<file path="src/rtl/bus_arbiter_pkg.sv">
// Shared FSM encoding and constants for bus_arbiter and its watchdog.
package bus_arbiter_pkg;

  typedef enum logic [1:0] {
    IDLE     = 2'd0,
    IF_BUSY  = 2'd1,
    MEM_BUSY = 2'd2
  } state_t;

  // Pipeline hold vectors, bit order {wb,mem,ex,id,if,pc}
  localparam logic [5:0]  StallNone = 6'b000000;
  localparam logic [5:0]  StallIf   = 6'b000111;
  localparam logic [5:0]  StallMem  = 6'b011111;

  localparam logic [31:0] ZeroWord  = 32'h0000_0000;
  localparam logic [3:0]  SelWord   = 4'b1111;

endpackage

</file>
<file path="src/rtl/bus_arbiter_wdt.sv">
// bus_wdt: counts stalled bus cycles and flags expiry on the LIMIT-th one.
// Only built when BUS_TIMEOUT_EN is defined.
`ifdef BUS_TIMEOUT_EN
module bus_wdt #(
  parameter int LIMIT = 255
) (
  input  logic clk,
  input  logic rst,
  input  logic clr,
  input  logic en,
  output logic expired
);

  localparam int W = $clog2(LIMIT + 1);

  logic [W-1:0] count;

  always_ff @(posedge clk or negedge rst) begin
    if (!rst)
      count <= '0;
    else if (clr)
      count <= '0;
    else if (en)
      count <= count + W'(1);
  end

  // count holds the number of earlier waiting cycles, so this is cycle LIMIT
  assign expired = en && (count == W'(LIMIT - 1));

endmodule
`endif

</file>
<file path="src/rtl/bus_arbiter.sv">
// bus_arbiter: shares one bus between the fetch and data ports, data side wins.
// Define BUS_TIMEOUT_EN to add a watchdog that aborts transactions never acked.
module bus_arbiter
  import bus_arbiter_pkg::*;
#(
  parameter int TIMEOUT_CYCLES = 255
) (
  input  logic        clk,
  input  logic        rst,
  input  logic        if_req,
  input  logic [31:0] if_addr,
  output logic [31:0] if_rdata,
  output logic        if_ack,
  input  logic        mem_req,
  input  logic        mem_we,
  input  logic [31:0] mem_addr,
  input  logic [31:0] mem_wdata,
  input  logic [3:0]  mem_sel,
  output logic [31:0] mem_rdata,
  output logic        mem_ack,
  output logic        bus_req,
  output logic        bus_we,
  output logic [31:0] bus_addr,
  output logic [31:0] bus_wdata,
  output logic [3:0]  bus_sel,
  input  logic [31:0] bus_rdata,
  input  logic        bus_ack,
  input  logic        flush,
  output logic [5:0]  stall,
  output logic        bus_err
);

  state_t state;
  logic   discard;
  logic   idle_free, grant_mem, grant_if, done, discard_now, expired;

  // The finishing requester still holds req during its ack cycle; skip it
  assign idle_free   = (state == IDLE) && !if_ack && !mem_ack;
  assign grant_mem   = idle_free && mem_req;
  assign grant_if    = idle_free && !mem_req && if_req && !flush;
  assign done        = bus_ack || expired;
  assign discard_now = discard || flush;

`ifdef BUS_TIMEOUT_EN
  logic err_pulse;

  bus_wdt #(.LIMIT(TIMEOUT_CYCLES)) u_wdt (
    .clk     (clk),
    .rst     (rst),
    .clr     (grant_mem || grant_if),
    .en      (bus_req && !bus_ack),
    .expired (expired)
  );

  always_ff @(posedge clk or negedge rst) begin
    if (!rst)
      err_pulse <= 1'b0;
    else
      err_pulse <= expired;
  end

  assign bus_err = err_pulse;
`else
  // No watchdog: transactions wait forever and bus_err is constant low
  assign expired = 1'b0;
  assign bus_err = (TIMEOUT_CYCLES < 0);
`endif

  always_ff @(posedge clk or negedge rst) begin
    if (!rst) begin
      state     <= IDLE;
      discard   <= 1'b0;
      bus_req   <= 1'b0;
      bus_we    <= 1'b0;
      bus_addr  <= ZeroWord;
      bus_wdata <= ZeroWord;
      bus_sel   <= 4'b0000;
      if_rdata  <= ZeroWord;
      mem_rdata <= ZeroWord;
      if_ack    <= 1'b0;
      mem_ack   <= 1'b0;
    end else begin
      if_ack  <= 1'b0;
      mem_ack <= 1'b0;
      case (state)
        IDLE: begin
          discard <= 1'b0;
          if (grant_mem) begin
            state     <= MEM_BUSY;
            bus_req   <= 1'b1;
            bus_we    <= mem_we;
            bus_addr  <= mem_addr;
            bus_wdata <= mem_wdata;
            bus_sel   <= mem_sel;
          end else if (grant_if) begin
            state     <= IF_BUSY;
            bus_req   <= 1'b1;
            bus_we    <= 1'b0;
            bus_addr  <= if_addr;
            bus_wdata <= ZeroWord;
            bus_sel   <= SelWord;
          end
        end
        IF_BUSY: begin
          if (done) begin
            state   <= IDLE;
            bus_req <= 1'b0;
            discard <= 1'b0;
            if (!discard_now) begin
              if_ack   <= 1'b1;
              if_rdata <= bus_ack ? bus_rdata : ZeroWord;
            end
          end else if (flush) begin
            discard <= 1'b1;
          end
        end
        MEM_BUSY: begin
          if (done) begin
            state     <= IDLE;
            bus_req   <= 1'b0;
            mem_ack   <= 1'b1;
            mem_rdata <= bus_ack ? bus_rdata : ZeroWord;
          end
        end
        default: state <= IDLE;
      endcase
    end
  end

  always_comb begin
    stall = StallNone;
    if (mem_req && !mem_ack)
      stall = StallMem;
    else if (if_req && !if_ack)
      stall = StallIf;
  end

endmodule

</file>
<file path="config.mk">
export PLATFORM = sky130hd
export DESIGN_NAME = bus_arbiter
export DESIGN_NICKNAME = d
export VERILOG_FILES = /design/src/rtl/bus_arbiter_pkg.sv /design/src/rtl/bus_arbiter_wdt.sv /design/src/rtl/bus_arbiter.sv
export SDC_FILE = /design/constraint.sdc
export NUM_CORES = 1
export LEC_CHECK = 0
export BUFFER_PORTS_ARGS = -buffer_cell sky130_fd_sc_hd__buf_4
export CORE_AREA = 2 2 109 111
export CTS_CLUSTER_SIZE = 24
export DETAILED_ROUTE_END_ITERATION = 10
export DIE_AREA = 0 0 111 113
export PLACE_DENSITY = 0.92
export SYNTH_ARGS = -nofsm -noshare
export SYNTH_HDL_FRONTEND = slang
export SYNTH_SLANG_ARGS = --single-unit
</file>
<file path="constraint.sdc">
create_clock -name clk -period 4.8 [get_ports clk]
set_input_delay 0 -clock clk [delete_from_list [all_inputs] [get_ports clk]]
set_output_delay 0 -clock clk [all_outputs]
set_load 0.01 [all_outputs]
</file>
* Word level (Yosys, flattened, before mapping)
Cells that the tools add are included.
Storage, ports and cells: register bits after elaboration 139, input bits 139, output and inout bits 143, word-level logic and storage cells 67
Cells by class: equality and inequality tests 5, mux-type cells 26, bitwise gates (word level) 1, reductions and logical operators 24
Operator list (count):
- $mux W32 | 4
- $mux W1 | 12
- $logic_and A1 B1 Y1 | 8
- $mux W4 | 2
- $reduce_and A2 Y1 | 4
- $mux W2 | 3
- $ne A3 B3 Y1 const B | 2
- $reduce_and A3 Y1 | 2
- $reduce_bool A2 Y1 | 3
- $mux W5 | 1
- $logic_not A1 Y1 | 4
- $pmux W1 S2 | 2
- $pmux W2 S2 | 1
- $mux W3 | 1
- $eq A2 B1 Y1 const B | 1
- $eq A2 B2 Y1 const B | 1
- $logic_not A2 Y1 | 1
- $ne A2 B1 Y1 const B | 1
- $reduce_or A2 Y1 | 1
- $logic_or A1 B1 Y1 | 1
- $not A1 Y1 | 1

* Depth between registers and ports, before layout
Gate-level depths: netlist of the first run.
depth in word-level cells 9, depth in mapped cells 8, mapped depth without buffers 6

* Worst setup path after synthesis of the first run
No wires, ideal clock.
kind flip-flop to flip-flop, from reg state[0], to reg bus_addr[21], setup time 132 ps, arrival 1474 ps, data required time 4668 ps, setup slack 3194 ps, stages on the path, launching flop included 9, path buffers 2, clock period less this slack 1606 ps, path through dfrtp_1 > inv_1 > ha_1 > nor3b_2 > o21ai_2 > buf_2 > buf_4 > nand2_1 > o21ai_1
Between the ends: longest elaborated chain between the ends 8, elaborated cells on any way between the ends 10, those cells by class mux: 1; reduce/logical: 9
RTL lines:
- from (decl) | RTL line bus_arbiter.sv:33 | state_t state;
- from (signal assigned) | RTL line bus_arbiter.sv:71 | state <= IDLE;
- from (signal assigned) | RTL line bus_arbiter.sv:89 | state <= MEM_BUSY;
- from (signal assigned) | RTL line bus_arbiter.sv:96 | state <= IF_BUSY;
- $logic_not A2 Y1 * | RTL line bus_arbiter.sv:38, bus_arbiter.sv:85
- $logic_and A1 B1 Y1 (2 in series) | RTL line bus_arbiter.sv:38 | assign idle_free = (state == IDLE) && !if_ack && !mem_ack;
- $logic_and A1 B1 Y1 (3 in series) | RTL line bus_arbiter.sv:40 | assign grant_if = idle_free && !mem_req && if_req && !flush;
- $reduce_bool A2 Y1 (no line)
- $reduce_and A2 Y1 (no line)
- to (signal assigned) | RTL line bus_arbiter.sv:75 | bus_addr <= ZeroWord;
- to (signal assigned) | RTL line bus_arbiter.sv:92 | bus_addr <= mem_addr;
- to (signal assigned) | RTL line bus_arbiter.sv:99 | bus_addr <= if_addr;
- to (decl) | RTL line bus_arbiter.sv:23 | output logic [31:0] bus_addr,
Every way passes the cells marked *; elsewhere a longest branch is shown, timed or not. A chain may end at the register's enable or synchronous reset.

* Worst setup path after layout of the first run
from reg state[0], to reg bus_addr[23]
The elaborated chain is that of the path after synthesis.

==> results of run 1 <==
[worst reg2reg max path: cells and delay by family, from the launching register on]
family | cells | cell delay, ns
flops | 1 | 0.42
simple gates | 2 | 0.70
compound gates | 2 | 0.35
fa+ha+maj | 1 | 0.24
buf+inv | 3 | 1.22
[cells in the mapped netlist, types with 3 or more instances]
master	number	area, µm²
a22o_1	33	289
buf_2	13	65.1
buf_4	8	60.1
clkbuf_1	11	41.3
dfrtp_1	139	3480
ha_1	4	50.1
inv_1	5	18.8
mux2_1	32	360
mux2_2	32	360
nand2_1	35	131
nand2b_1	5	31.3
nor2_1	3	11.3
o21ai_0	4	20.0
o21ai_1	34	170
o22a_1	4	35.0
o22ai_1	32	200
[area by class of cell]
cell class / instances / area, µm²
well taps: 143 / 179
fillers: 501 / 1610
repair buffers: 421 / 3510
clock inverters: 12 / 267
flip-flops and latches: 139 / 3480
clock buffers: 20 / 447
multi-input cells: 231 / 1760
inverters: 6 / 22.5
[metrics by stage]
stage	power, µW	util	cell area, µm²	hold slack, ns	setup slack, ns
3_5_place_dp	4350	0.672	7580	0.0165	2.49
5_1_grt	6480	0.857	9660	0.196	1.60
4_1_cts	6090	0.857	9660	0.146	1.88
3_3_place_gp	4220	0.672	7580	0.00621	2.65
6_report	6210	0.857	9660	0.140	1.78
2_1_floorplan	3100	-	5420	-0.296	3.19
[where the power goes]
group,switching [µW],internal (µW)
logic,1190,1320
clock network,490,1090
registers,381,1740
total,2060,4150
[cells by family (layout without fill, tap and decap cells)]
kind of cell,after synthesis,after routing
flip-flops,139,139
AND/OR/NAND/NOR,49,49
adder cells (fa/ha/maj),4,4
buffers and inverters,38,459
other,1,2
multiplexers,64,64
AO/OA/AOI/OAI,112,112
[per-layer routing]
layer	track usage	wire [µm]
met5	0	0
met4	0.177	1030
met3	0.0873	1390
met2	0.598	10900
met1	0.363	7330
[flip-flops by register name (all words and copies together), names as in the netlist]
name	count
bus_wdata	32
bus_sel	4
mem_rdata	32
if_rdata	32
mem_ack	1
bus_req	1
discard	1
if_ack	1
state	2
bus_addr	32
bus_we	1
[worst max path at each step]
| stage | to | slack [ns] | start |
|---|---|---|---|
| 6_report | bus_addr[23] | 1.78 | state[0] |
| 5_1_grt | bus_addr[23] | 1.60 | state[0] |
| 4_1_cts | bus_addr[4] | 1.88 | state[0] |
| 3_5_place_dp | bus_addr[4] | 2.49 | state[0] |
| 3_3_place_gp | bus_addr[26] | 2.65 | state[0] |
| 2_1_floorplan | bus_addr[21] | 3.19 | state[0] |
[what timing repair did]
action,in CTS,in global routing
buffers inserted,0,0
hold buffers,137,0
hold endpoints to repair,198,0
==> qor.txt, run 1 <==
floorplan core area: 11300 µm²
Antenna Diode Count: 0
I/O pin count: 282
Post-Place Cells: 803
total global routing overflow: 0
maximum number of pins on one net before global-route repair: 98
endpoint kind of the worst setup timing path: flip-flop
IR Drop Worst-Case VDD: 0.425 mV
Buffers on Ports: 279
number of vias per cell: 5.37
row count: 39
final critical-path share of the clock period: 0.630
total standard cell area after synthesis: 5410 µm²
fraction of the yosys area taken by sequential cells: 0.643
count of different cell masters after synthesis: 27
number of sinks driven by the clock tree: 139
DR WL/cell: 21.3 µm
maximum clock skew at final layout: 0.00737 ns
reg-to-reg slack, setup: 1.78 ns
HPWL reported at the end of detailed placement: 11500 µm
number of failing hold endpoints at the final stage: 0
type of element launching the critical path: flip-flop
area growth from synthesis to layout: 78.5%
Worst Path Max Fanout: 35
worst rel slew slack: 0.356
WP data required: 5.11 ns
wire length of the first global-routing pass: 31800 µm
number of max-cap violations: 0
Critical Path AT: 3.34 ns
maximum clock frequency: 331 MHz
clock-pin transition on the worst setup and hold timing paths: 0.06 ns
Adder-Cell Fraction of Synth Area: 0.00925
most used cells in the layout excluding fill and tap cells: buf_4 (283), dfrtp_1 (139), dlygate4sd3_1 (137), nand2_1 (35), o21ai_1 (34)
shortest period the worst path allows: 3.02 ns
proportion of synthesized area in mux cells: 0.133
die width: 111 µm
via total after detailed routing: 5217
CTS tree: yes
setup repair after global routing missed its margin: no
FF-to-FF End: bus_addr[23]
cell at the root of the clock tree: clkbuf_16
CP top delay family: buffers and inverters
worst hold-check path type: in -> async
critical-path cell list: inv_1 > ha_1 > nand2b_1 > nor2_4 > buf_4 > o22ai_1 > dlygate4sd3_1 > o21ai_1
beginning of the worst register-to-register path: state[0]
dominant synthesized flop cell: dfrtp_1
number of stages on the worst setup path: 8
Worst-Margin Slew: 0.967 ns
Synth async-reset ratio: 1.00
global-route total usage across every layer: 0.333
Clock Path Buffers: 2
Placer Congestion: 0.876
ratio of cells with drive above 1 in the final layout: 0.422
initial standard-cell utilization of the core: 0.480
initial antenna violation count: 0
Initial DRC Count: 386
startpoint-to-endpoint class of the critical path: reg -> reg
Resized cells post-CTS: 0
share of the synthesized area in compound gates (AO/OA/AOI/OAI): 0.139
final std cells w/o fill: 972
setup total negative slack: 0 ns
number of slew-limit violations in the final report: 0
Seq cells post-synth: 139
reported leakage power: 0.00469 µW
share of the synthesized netlist area taken by xor and xnor gates: 0
NumNets Final: 959
Post-synth EDFFs: 0
P per Cell Area: 642 nW/µm²
gate count after technology mapping: 407
largest family of logic cells by synthesized area: compound AO/OA/AOI/OAI gates
delay of the slowest critical-path stage: 0.61 ns
number of cells on the worst reg-to-reg path: 8
vias in the first global route: 5734
leading cell type in the layout, fill and taps excluded: buf_4
Inserted Clock Buffers: 17
area enclosed by the die boundary: 12500 µm²
die height: 113 µm
clock insertion delay at the later pin of the skew report: 0.41 ns
drt drc: 0
final antenna-violating net count: 0
Avg Cell Area, Syn: 13.3 µm²
Total Wirelength: 20700 µm
CTS H-tree lvls: 4
Final setup violation count: 0
buffers and inverters on the worst path: 3
Critical Path Slowest Stage Cell: dlygate4sd3_1
number of iterations in the first detailed-routing pass: 5
Simple-Gate Fraction of Synth Area: 0.0400
count of warnings emitted by yosys: 0
result of the run: finished, final reports clean
(Power assumes the default switching activity.)
==> run 2, diff against run 1 <==
--- a/config.mk
+++ b/config.mk
@@ -6,11 +6,10 @@
 export NUM_CORES = 1
 export LEC_CHECK = 0
 export BUFFER_PORTS_ARGS = -buffer_cell sky130_fd_sc_hd__buf_4
-export CORE_AREA = 2 2 109 111
+export CORE_UTILIZATION = 45
 export CTS_CLUSTER_SIZE = 24
 export DETAILED_ROUTE_END_ITERATION = 10
-export DIE_AREA = 0 0 111 113
-export PLACE_DENSITY = 0.92
+export PLACE_DENSITY = 0.88
 export SYNTH_ARGS = -nofsm -noshare
 export SYNTH_HDL_FRONTEND = slang
 export SYNTH_SLANG_ARGS = --single-unit
==> constraint.sdc (replaced) <==
create_clock -name clk -period 3 [get_ports clk]
set_input_delay 0 -clock clk [delete_from_list [all_inputs] [get_ports clk]]
set_output_delay 0 -clock clk [all_outputs]
set_load 0.01 [all_outputs]
==> run 2 against run 1 <==
Compared with the run above:
- cell area shrank 1.4%
- power grew 50%
- sequential share of layout area grew 0.51 points
- flip-flop and latch count is the same
- wire length shrank 6.4%
- register-to-register slack lost 1.4 ns
- the run now ends with DRC left
- clock power grew 28%
- cell count is the same
- first-iteration DRC count shrank 17%
- non-clock buffer count shrank 1
- critical endpoint is now bus_addr[4]
- combinational power grew 57%
- largest power group unchanged
==> qor.txt, run 2 (synthesis gave the netlist of run 1 again) <==
result of the run: finished with violations
violations in the final reports: DRC
final critical-path share of the clock period: 0.870
HPWL reported at the end of detailed placement: 10500 µm
WHS: 0.112 ns
cell at the root of the clock tree: clkbuf_16
critical-path cell list: inv_1 > ha_1 > nand2b_1 > nor2_4 > buf_4 > o22ai_1 > dlygate4sd3_1 > o21ai_1
worst rel slew slack: 0.511
FF-to-FF End: bus_addr[4]
CTS H-tree lvls: 4
die height: 112 µm
vias in the first global route: 5646
Placer Congestion: 0.844
initial antenna violation count: 1
Inserted Clock Buffers: 17
DR WL/cell: 19.9 µm
initial standard-cell utilization of the core: 0.468
via total after detailed routing: 5111
Finished Cell Area: 9530 µm²
endpoint kind of the worst setup timing path: flip-flop
Clock Path Buffers: 2
drt drc: 15
startpoint of the tightest hold check path: mem_req
maximum clock skew at final layout: 0.00557 ns
clock-pin transition on the worst setup and hold timing paths: 0.06 ns
buffers and inverters on the worst path: 3
wire length of the first global-routing pass: 29600 µm
reg-to-reg slack, setup: 0.39 ns
Worst Hold Path Cells: 4
total global routing overflow: 0
startpoint-to-endpoint class of the critical path: reg -> reg
number of slew-limit violations in the final report: 0
setup total negative slack: 0 ns
Worst Path Max Fanout: 66
number of vias per cell: 5.26
I/O pin count: 282
NumNets Final: 958
number of failing hold endpoints at the final stage: 0
area growth from synthesis to layout: 76.1%
Critical Path Slowest Stage Cell: dlygate4sd3_1
number of sinks driven by the clock tree: 139
number of cells on the worst reg-to-reg path: 8
CP top delay family: buffers and inverters
worst hold-check path type: in -> reg
IR Drop Worst-Case VDD: 0.666 mV
worst-case setup margin in the final layout: 0.391 ns
ratio of cells with drive above 1 in the final layout: 0.424
final antenna-violating net count: 0
Worst-Margin Slew: 0.734 ns
row count: 39
WP data required: 3.34 ns
dpl ws: 0.792 ns
P per Cell Area: 980 nW/µm²
reported leakage power: 0.00462 µW
Buffers on Ports: 279
Critical Path AT: 2.95 ns
area enclosed by the die boundary: 12500 µm²
floorplan core area: 11600 µm²
Initial DRC Count: 319
Total Wirelength: 19300 µm
beginning of the worst register-to-register path: state[0]
leading cell type in the layout, fill and taps excluded: buf_4
number of max-cap violations: 0
delay of the slowest critical-path stage: 0.62 ns
global-route total usage across every layer: 0.316
setup repair after global routing missed its margin: no
type of element launching the critical path: flip-flop
CTS tree: yes
number of iterations in the first detailed-routing pass: 7
clock insertion delay at the later pin of the skew report: 0.42 ns
maximum number of pins on one net before global-route repair: 74
post-place instance area: 7590 µm²
die width: 112 µm
most used cells in the layout excluding fill and tap cells: buf_4 (282), dfrtp_1 (139), dlygate4sd3_1 (136), nand2_1 (35), o21ai_1 (34)
hold worst-path end: bus_addr[30]
Resized cells post-CTS: 0
Final setup violation count: 0
maximum clock frequency: 383 MHz
shortest period the worst path allows: 2.61 ns
run 2: layout make-up:
class | instances | area (µm²)
antenna | 1 | 2.50
clock buffer | 22 | 484
timing repair buffer | 420 | 3510
inverter | 6 | 22.5
clock inverter | 10 | 90.1
multi-input combinational | 231 | 1760
sequential | 139 | 3480
tap | 143 | 179
fill | 578 | 2030
run 2: layer usage:
layer,GRT usage,part of all wire
met5,0,0
met4,0.194,0.051
met3,0.0719,0.057
met2,0.569,0.53
met1,0.336,0.37
run 2: worst max-delay path by stage:
| stage | startpoint | end | slack [ns] | depth (start not counted) |
|---|---|---|---|---|
| finish | state[0] | bus_addr[4] | 0.39 | 8 |
| global route | state[0] | bus_addr[12] | 0.21 | 8 |
| CTS | state[0] | bus_addr[23] | 0.47 | 8 |
| detailed placement | state[0] | bus_wdata[5] | 0.79 | 6 |
| global placement | state[0] | bus_wdata[9] | 0.91 | 6 |
| floorplan | state[0] | bus_addr[21] | 1.39 | 8 |
run 2: timing repair:
item	4_1_cts	5_1_grt
endpoints found under the setup margin	0	0
hold buffers	136	0
setup buffers	0	0
endpoints found under the hold margin	202	0
run 2: power by group:
part	internal, µW	switching [µW]	total, µW
Clock	1220	801	2030
Sequential	2780	580	3360
Combinational	2110	1840	3950
run 2: per-stage QoR:
stage	std cells	total power, µW	util
floorplan	408	4960	-
global placement	803	6730	0.656
detailed placement	803	6910	0.656
CTS	971	9160	0.824
global route	972	9740	0.824
finish	972	9340	0.824
run 2: tightest hold or removal path, cell delays in order:
cell and delay [ns]:
buf_4 0.12, o21ai_4 0.18, nand2_1 0.12, o21ai_1 0.06
==> run 3, diff against run 2 <==
--- a/config.mk
+++ b/config.mk
@@ -10,6 +10,7 @@
 export CTS_CLUSTER_SIZE = 24
 export DETAILED_ROUTE_END_ITERATION = 10
 export PLACE_DENSITY = 0.88
+export SETUP_SLACK_MARGIN = 0.4
 export SYNTH_ARGS = -nofsm -noshare
 export SYNTH_HDL_FRONTEND = slang
 export SYNTH_SLANG_ARGS = --single-unit
==> run 3 against run 2 <==
Compared with the run above:
- the flow still finishes with violations (DRC)
- wire length is essentially flat
- setup slack gained 0.20 ns
- sequential power is essentially flat
- die area is the same
- utilization grew 0.054 points
- critical endpoint is now bus_addr[31]
==> qor.txt, run 3 (synthesis gave the netlist of run 1 again) <==
initial antenna violation count: 1
CTS tree: yes
Critical Path AT: 2.74 ns
setup total negative slack: 0 ns
number of failing hold endpoints at the final stage: 0
type of element launching the critical path: flip-flop
final critical-path share of the clock period: 0.804
leading cell type in the layout, fill and taps excluded: buf_4
row count: 39
beginning of the worst register-to-register path: state[0]
result of the run: finished with violations
HPWL reported at the end of detailed placement: 10500 µm
number of cells on the worst reg-to-reg path: 8
total global routing overflow: 0
Total Wirelength: 19400 µm
hold worst-path end: bus_addr[30]
CTS H-tree lvls: 4
most used cells in the layout excluding fill and tap cells: buf_4 (281), dfrtp_1 (139), dlygate4sd3_1 (136), nand2_1 (35), o21ai_1 (34)
Placer Congestion: 0.844
Final setup violation count: 0
clock-pin transition on the worst setup and hold timing paths: 0.06 ns
number of sinks driven by the clock tree: 139
dpl ws: 0.792 ns
number of vias per cell: 5.26
WP data required: 3.33 ns
maximum clock skew at final layout: 0.00560 ns
violations in the final reports: DRC
NumNets Final: 958
die width: 112 µm
Worst-Margin Slew: 0.732 ns
layout filler cell count: 576
vias in the first global route: 5646
met1 Resource Use GR: 0.336
Worst Hold Path Cells: 4
maximum clock frequency: 415 MHz
met3 global-route usage: 0.0719
ratio of cells with drive above 1 in the final layout: 0.424
global-route layer with the greatest usage: met2
endpoint kind of the worst setup timing path: flip-flop
wire length of the first global-routing pass: 29600 µm
area growth from synthesis to layout: 76.2%
via total after detailed routing: 5113
Total Power Consumption: 9340 µW
floorplan core area: 11600 µm²
startpoint-to-endpoint class of the critical path: reg -> reg
initial standard-cell utilization of the core: 0.468
Buffers on Ports: 279
DR WL/cell: 19.9 µm
IR Drop Worst-Case VDD: 0.666 mV
worst rel slew slack: 0.512
reported leakage power: 0.00463 µW
FF-to-FF End: bus_addr[31]
startpoint of the tightest hold check path: mem_req
final antenna-violating net count: 0
Initial DRC Count: 319
P per Cell Area: 980 nW/µm²
clock insertion delay at the later pin of the skew report: 0.42 ns
shortest period the worst path allows: 2.41 ns
setup repair after global routing missed its margin: no
Worst Path Max Fanout: 66
Clock Path Buffers: 2
I/O pin count: 282
area enclosed by the die boundary: 12500 µm²
worst-case setup margin in the final layout: 0.588 ns
WHS: 0.113 ns
maximum number of pins on one net before global-route repair: 74
reg-to-reg slack, setup: 0.59 ns
number of slew-limit violations in the final report: 0
die height: 112 µm
drt drc: 15
global-route total usage across every layer: 0.316
number of iterations in the first detailed-routing pass: 7
routing usage on met2: 0.569
number of max-cap violations: 0
Inserted Clock Buffers: 17
worst hold-check path type: in -> reg
cell at the root of the clock tree: clkbuf_16
-- run 3: cell count changes in the layout (fill, tap and decap cells not counted) --
cell and change:
clkbuf_8 +1, buf_4 -1
-- run 3: worst max path at each step --
stage          cells past startpoint            to      from
6_report                           8  bus_addr[31]  state[0]
5_1_grt                            8  bus_addr[12]  state[0]
4_1_cts                            8  bus_addr[23]  state[0]
3_5_place_dp                       6  bus_wdata[5]  state[0]
3_3_place_gp                       6  bus_wdata[9]  state[0]
2_1_floorplan                      8  bus_addr[21]  state[0]
-- run 3: power by group --
part / switching, µW / leakage (µW) / internal (µW) / total, µW
Clock: 801 / 0.000278 / 1220 / 2030
Combinational: 1840 / 0.00265 / 2110 / 3960
Sequential: 581 / 0.00170 / 2780 / 3360
-- run 3: layer usage --
layer | up-vias | wire length [µm]
li1 | 2273 | -
met3 | 84 | 1090
met5 | - | 0
met4 | 0 | 983
met2 | 251 | 10200
met1 | 2505 | 7080
-- run 3: worst max-delay path: stages, from the launching register on --
cell           delay (ns)
dfrtp_1              0.42
inv_1                0.11
ha_1                 0.26
nand2b_1             0.13
nor2_4               0.09
clkbuf_8             0.40
o22ai_1              0.13
dlygate4sd3_1        0.60
o21ai_1              0.15
-- run 3: layout make-up --
type	instances	area, µm²	share of cell area
multi-input combinational	231	1760	0.185
tap	143	179	0.0188
clock inverter	10	90.1	0.00945
clock buffer	22	484	0.0508
sequential	139	3480	0.365
inverter	6	22.5	0.00236
antenna	1	2.50	0.000262
timing repair buffer	420	3520	0.369
-- run 3: timing repair --
action | in CTS | in global routing
resized for setup | 0 | 2
hold buffers | 136 | 0
setup endpoints to repair | 0 | 32
hold endpoints to repair | 202 | 0
buffers inserted | 0 | 0
-- run 3: metrics by stage --
stage          std cells  cell area, µm²  utilization
2_1_floorplan        408            5420            -
3_3_place_gp         803            7590        0.656
3_5_place_dp         803            7590        0.656
4_1_cts              971            9530        0.824
5_1_grt              972            9540        0.825
6_report             972            9540        0.825
